--- config.mk ---
export PLATFORM = sky130hd
export DESIGN_NAME = number_scan_controller
export DESIGN_NICKNAME = d
export VERILOG_FILES = /design/src/rtl/number_scan_controller.sv
export SDC_FILE = /design/constraint.sdc
export NUM_CORES = 1
export LEC_CHECK = 0
export ABC_AREA = 1
export CAP_MARGIN = 5
export CORE_AREA = 2 2 166 168
export DETAILED_ROUTE_END_ITERATION = 16
export DIE_AREA = 0 0 168 170
export GPL_TIMING_DRIVEN = 0
export HOLD_SLACK_MARGIN = 0.15
export PLACE_DENSITY = 0.7
export SLEW_MARGIN = 10
export SYNTH_ARGS = -nofsm -noshare
export SYNTH_HDL_FRONTEND = slang
export SYNTH_SLANG_ARGS = --single-unit
--- constraint.sdc ---
create_clock -name clock -period 2.8 [get_ports clock]
set_clock_uncertainty 0.1 [all_clocks]
set_input_delay 0.56 -clock clock [delete_from_list [all_inputs] [get_ports clock]]
set_output_delay 0.56 -clock clock [all_outputs]
set_load 0.02 [all_outputs]
--- src/rtl/number_scan_controller.sv ---
// number_scan_controller
//   Initiator for a number analyzer: walks an inclusive range one value at a
//   time, hands each value to the analyzer and tallies the odd, Fibonacci and
//   palindrome flags it reports back. All outputs are registered.
//   Optional watchdog on the analyzer handshake: define SCAN_TIMEOUT_EN.
module number_scan_controller #(
  parameter int WIDTH          = 32,
  parameter int CNT_W          = 16,
  parameter int TIMEOUT_CYCLES = 1024
) (
  input  logic             clock,
  input  logic             reset,
  input  logic             start,
  input  logic [WIDTH-1:0] range_lo,
  input  logic [WIDTH-1:0] range_hi,
  output logic             busy,
  output logic             done,
  output logic             timeout,
  output logic [WIDTH-1:0] an_number,
  output logic             an_enable,
  input  logic             an_ready,
  input  logic             an_is_odd,
  input  logic             an_is_fibonacci,
  input  logic             an_is_palindrome,
  output logic [CNT_W-1:0] total_count,
  output logic [CNT_W-1:0] odd_count,
  output logic [CNT_W-1:0] fib_count,
  output logic [CNT_W-1:0] pal_count
);

  typedef enum logic [2:0] {
    S_IDLE  = 3'd0,
    S_ISSUE = 3'd1,
    S_WAIT  = 3'd2,
    S_GAP   = 3'd3,
    S_FIN   = 3'd4
  } state_t;

  localparam logic [CNT_W-1:0] CNT_MAX = '1;

  state_t           state_q, state_d;
  logic [WIDTH-1:0] cur_q, cur_d;
  logic [WIDTH-1:0] hi_q, hi_d;
  logic [WIDTH-1:0] an_number_q, an_number_d;
  logic             an_enable_q, an_enable_d;
  logic             busy_q, busy_d;
  logic             done_q, done_d;
  logic             timeout_q, timeout_d;
  logic [CNT_W-1:0] total_q, total_d;
  logic [CNT_W-1:0] odd_q, odd_d;
  logic [CNT_W-1:0] fib_q, fib_d;
  logic [CNT_W-1:0] pal_q, pal_d;

`ifdef SCAN_TIMEOUT_EN
  localparam int WC_W = $clog2(TIMEOUT_CYCLES + 1);
  localparam logic [WC_W-1:0] WAIT_LAST = WC_W'(TIMEOUT_CYCLES - 1);
  logic [WC_W-1:0] wait_cnt_q, wait_cnt_d;
`endif

  // Saturating increment: a counter that reaches all-ones stays there.
  function automatic logic [CNT_W-1:0] sat_inc(input logic [CNT_W-1:0] v,
                                               input logic             inc);
    if (inc && (v != CNT_MAX)) begin
      return v + CNT_W'(1);
    end
    return v;
  endfunction

  // Next-state, datapath and registered-output computation.
  always_comb begin
    state_d     = state_q;
    cur_d       = cur_q;
    hi_d        = hi_q;
    an_number_d = an_number_q;
    timeout_d   = timeout_q;
    total_d     = total_q;
    odd_d       = odd_q;
    fib_d       = fib_q;
    pal_d       = pal_q;
`ifdef SCAN_TIMEOUT_EN
    wait_cnt_d  = wait_cnt_q;
`endif

    unique case (state_q)
      S_IDLE: begin
        if (start) begin
          total_d = '0;
          odd_d   = '0;
          fib_d   = '0;
          pal_d   = '0;
          if (range_lo <= range_hi) begin
            cur_d     = range_lo;
            hi_d      = range_hi;
            timeout_d = 1'b0;
            state_d   = S_ISSUE;
`ifdef SCAN_TIMEOUT_EN
            wait_cnt_d = '0;
`endif
          end else begin
            // Empty range: report immediately with zeroed counters.
            state_d = S_FIN;
          end
        end
      end
      S_ISSUE: begin
        // Ready is deliberately ignored here: it may still belong to the
        // previous value.
        state_d = S_WAIT;
      end
      S_WAIT: begin
        if (an_ready) begin
          total_d = sat_inc(total_q, 1'b1);
          odd_d   = sat_inc(odd_q, an_is_odd);
          fib_d   = sat_inc(fib_q, an_is_fibonacci);
          pal_d   = sat_inc(pal_q, an_is_palindrome);
          // Compare before incrementing so an all-ones upper bound never wraps.
          if (cur_q == hi_q) begin
            state_d = S_FIN;
          end else begin
            cur_d   = cur_q + WIDTH'(1);
            state_d = S_GAP;
          end
        end
`ifdef SCAN_TIMEOUT_EN
        else if (wait_cnt_q == WAIT_LAST) begin
          timeout_d = 1'b1;
          state_d   = S_FIN;
        end else begin
          wait_cnt_d = wait_cnt_q + WC_W'(1);
        end
`endif
      end
      S_GAP: begin
        // One idle enable cycle lets the analyzer re-arm.
        state_d = S_ISSUE;
`ifdef SCAN_TIMEOUT_EN
        wait_cnt_d = '0;
`endif
      end
      S_FIN: begin
        state_d = S_IDLE;
      end
      default: begin
        state_d = S_IDLE;
      end
    endcase

`ifndef SCAN_TIMEOUT_EN
    // No watchdog in this build; the limit has no meaning here.
    timeout_d = 1'b0 & (TIMEOUT_CYCLES < 0);
`endif

    // Outputs follow the state being entered so they are registered.
    busy_d      = (state_d != S_IDLE);
    done_d      = (state_d == S_FIN);
    an_enable_d = (state_d == S_ISSUE) || (state_d == S_WAIT);
    if (state_d == S_ISSUE) begin
      an_number_d = cur_d;
    end
  end

  // Single state/output register bank with synchronous reset.
  always_ff @(posedge clock) begin
    if (reset) begin
      state_q     <= S_IDLE;
      cur_q       <= '0;
      hi_q        <= '0;
      an_number_q <= '0;
      an_enable_q <= 1'b0;
      busy_q      <= 1'b0;
      done_q      <= 1'b0;
      timeout_q   <= 1'b0;
      total_q     <= '0;
      odd_q       <= '0;
      fib_q       <= '0;
      pal_q       <= '0;
`ifdef SCAN_TIMEOUT_EN
      wait_cnt_q  <= '0;
`endif
    end else begin
      state_q     <= state_d;
      cur_q       <= cur_d;
      hi_q        <= hi_d;
      an_number_q <= an_number_d;
      an_enable_q <= an_enable_d;
      busy_q      <= busy_d;
      done_q      <= done_d;
      timeout_q   <= timeout_d;
      total_q     <= total_d;
      odd_q       <= odd_d;
      fib_q       <= fib_d;
      pal_q       <= pal_d;
`ifdef SCAN_TIMEOUT_EN
      wait_cnt_q  <= wait_cnt_d;
`endif
    end
  end

  assign busy        = busy_q;
  assign done        = done_q;
  assign timeout     = timeout_q;
  assign an_number   = an_number_q;
  assign an_enable   = an_enable_q;
  assign total_count = total_q;
  assign odd_count   = odd_q;
  assign fib_count   = fib_q;
  assign pal_count   = pal_q;

endmodule

==> flow_summary_export.csv <==
group,metric,value,unit
logic_synthesis,synth_ff_type,"dfxtp_1",
logic_synthesis,synth_area,10500,µm²
logic_synthesis,synth_seq_cells,166,
worst_setup_path,cp.required,3030,ps
timing,fin_crit_sh,0.993,
clock_tree,holdBufCountCts,0,
timing,drv_slew,0,
detailed_routing,routedWlPerCell,16.2,µm
clock_tree,clk_pin_slew,80,ps
worst_setup_path,crit_path_end_kind,"flip-flop",
floorplan,ios,171,
final_layout,nNetsFinal,1985,
logic_synthesis,syn_inst,1683,
worst_setup_path,cp.arrival,3010,ps
grt,grtUsageTotal,0.245,
worst_setup_path,timing.rr.start,"cur_q[30]$_SDFF_PP0_",
detailed_routing,viasPerCell,5.10,
job,drv_cap,0,
clock_tree,tritoncts,"built",
worst_setup_path,slowest_stage,"clkdlybuf4s50_1",
logic_synthesis,yosysTopAreaCell,"dfxtp_1",
placed_design,place_ws,-819,ps
logic_synthesis,ys_types,41,
logic_synthesis,synth_fp_nets,1791,
floorplan,rows,60,
placed_design,routabilityCongestion,0.980,
grt,grt_pass1_wl,55.5,mm
timing,period_minus_slack,2780,ps
detailed_routing,ant_nets,0,
timing,setup_viol,0,
final_layout,antennaDiodeCount,0,
worst_setup_path,path_class,"in2reg",
final_layout,n_fill_cell,2636,
worst_setup_path,max_stage_delay,490,ps
clock_tree,cts_buffers,17,
final_layout,drive_gt1_frac,0.0926,
detailed_routing,drt_iter0_markers,993,
logic_synthesis,synth.avg_cell_area,6.26,µm²
timing,fin_hold_ws,297,ps
logic_synthesis,synth_edf_count,0,
worst_setup_path,cp_num_buf_inv,2,
worst_setup_path,cp_cell_sequence,"clkdlybuf4s50_1 > ha_4 > nand2_2 > nor2_4 > nand2_2 > nor4_4 > nand2_2 > nand2_4 > nand2_8 > nand2_8 > buf_8 > nand2_1 > nand3_1 > nand3_1 > nor2_2 > nor2_1",
timing,hold_viol_final,0,
final_layout,syn_to_final_growth,32.1,%
grt,antenna_found_initial,0,
min_path,hold_depth,3,
logic_synthesis,ys_warn_count,0,
clock_tree,cts_root_buf,"clkbuf_16",
floorplan,die_area,28600,µm²
worst_setup_path,path_common_cell,"nand2_2",
pwr,power,7.71,mW
worst_setup_path,reg2reg_to,"an_number[25]$_SDFFE_PP0N_",
grt,overflow,0,
logic_synthesis,synthArstFlopShare,0,
floorplan,die_x,168,µm
floorplan,start_util,0.395,
logic_synthesis,yosysMostFrequentCell,"nand2_1",
detailed_routing,routed_wl,36.1,mm
detailed_routing,dr.pass1.iters,6,
floorplan,core_area,26700,µm²
timing,final.setup.tns,0,ps
worst_setup_path,crit_family,"simple AND/OR/NAND/NOR gates",
placed_design,port_buffers,167,
status,status,"finished, final reports clean",
pwr,p_per_area,554,nW/µm²
min_path,holdCritPathClass,"in2reg",
clock_tree,cts_max_level,4,
worst_setup_path,ff2ff_setup_slack,140,ps
timing,clock.fmax,0.360,GHz
detailed_routing,num_vias,11377,
logic_synthesis,synth_top_area_share,0.316,
placed_design,dp_hpwl,27.3,mm
clock_tree,clock-sinks,166,
clock_tree,clk-insertion-delay-late,450,ps
worst_setup_path,critPathLaunchType,"input port",
placed_design,placedCellCount,2191,
clock_tree,clock_path_buffers,2,
floorplan,die_y,170,µm
min_path,worstHoldStart,"range_hi[16]",
pwr,ir_worst_vdd,0.000391,V
min_path,hold_end,"hi_q[16]$_SDFFE_PP0P_",
detailed_routing,drcViolationCount,0,
grt,grt_max_degree,20,
worst_setup_path,rr_worst_depth,13,
pwr,p_leak,6.11,nW
final_layout,finish.utilization,0.522,
final_layout,finalNonFillerCells,2231,
timing,relSlewSlack,0.527,
grt,first_global_vias,10748,
timing,worst_pin_slew,710,ps
logic_synthesis,synth_seq_area_share,0.316,
final_layout,stdcell_area,13900,µm²
logic_synthesis,synth_common_cells,"475 x nand2_1, 235 x inv_1, 182 x nor2_1",
worst_setup_path,cp_max_fo,10,
placed_design,placed_cell_area,12600,µm²
timing,fin_ws,20.0,ps
logic_synthesis,synthTopCellsByArea,"dfxtp_1 32%, nand2_1 17%, inv_1 8.4%",
[per-layer routing]
metal	GRT usage	share of wire
met5	0	0
met3	0.0356	0.061
met1	0.320	0.45
met4	0.0718	0.017
met2	0.420	0.47
[worst max path at each step]
stage,from,to,slack [ps],cells past startpoint
2_1_floorplan,range_hi[31],an_number[30]$_SDFFE_PP0N_,420,16
3_3_place_gp,range_hi[27],an_number[0]$_SDFFE_PP0N_,-750,15
3_5_place_dp,range_hi[27],an_number[0]$_SDFFE_PP0N_,-820,15
4_1_cts,range_hi[27],an_number[21]$_SDFFE_PP0N_,10,17
5_1_grt,range_lo[27],hi_q[30]$_SDFFE_PP0P_,-70,14
6_report,range_lo[27],an_number[0]$_SDFFE_PP0N_,20,16
[sequential cells by signal, indices dropped and copies added, names as in the netlist]
| register | flops |
|---|---|
| pal_count | 16 |
| state_q | 3 |
| hi_q | 32 |
| total_count | 16 |
| an_number | 32 |
| done | 1 |
| fib_count | 16 |
| cur_q | 32 |
| busy | 1 |
| odd_count | 16 |
| an_enable | 1 |
[what timing repair did]
action | 4_1_cts | 5_1_grt
pin swaps | 0 | 11
setup endpoints to repair | 93 | 90
resized for setup | 18 | 114
cloned | 0 | 7
setup buffers | 0 | 1
[placed cells by master (no fill, tap or decap), types with 26 or more instances in the layout]
master	count
nor3_1	38
clkbuf_1	33
xnor2_1	32
xor2_1	26
nand2_1	462
a21oi_1	86
inv_1	225
nand3_1	148
clkdlybuf4s50_1	158
o21ai_0	76
dfxtp_1	165
nor2_1	167
[worst register-to-register path, delay by kind of cell, from the launching register on]
kind                   cells  cell delay, ps
buffers and inverters      1             350
flip-flops                 1             380
AO/OA/AOI/OAI              1             310
AND/OR/NAND/NOR           10            1080
XOR/XNOR                   1             350
[cell type report]
| cell class | instances | area, µm² | share of cell area |
|---|---|---|---|
| multi-input combinational | 1206 | 6350 | 0.457 |
| sequential | 166 | 3320 | 0.239 |
| timing repair buffer | 173 | 1830 | 0.131 |
| inverter | 240 | 901 | 0.0648 |
| buffer | 73 | 465 | 0.0335 |
| tap | 341 | 427 | 0.0307 |
| clock buffer | 17 | 425 | 0.0306 |
| clock inverter | 15 | 181 | 0.0130 |
[logic make-up (layout without fill, tap and decap cells)]
| group | after synthesis | in the layout | synth area share |
|---|---|---|---|
| compound gates | 200 | 200 | 0.102 |
| xor+xnor | 61 | 61 | 0.0529 |
| fa+ha+maj | 37 | 37 | 0.0440 |
| buf+inv | 313 | 518 | 0.122 |
| flops | 166 | 166 | 0.316 |
| other cells | 1 | 1 | 0.000356 |
| simple gates | 905 | 907 | 0.363 |
[power by group]
part	switching, mW	leakage (nW)	internal (mW)
registers	0.245	1.36	2.60
logic	1.47	4.46	0.989
clock network	1.19	0.295	1.21
(Power assumes the default switching activity.)
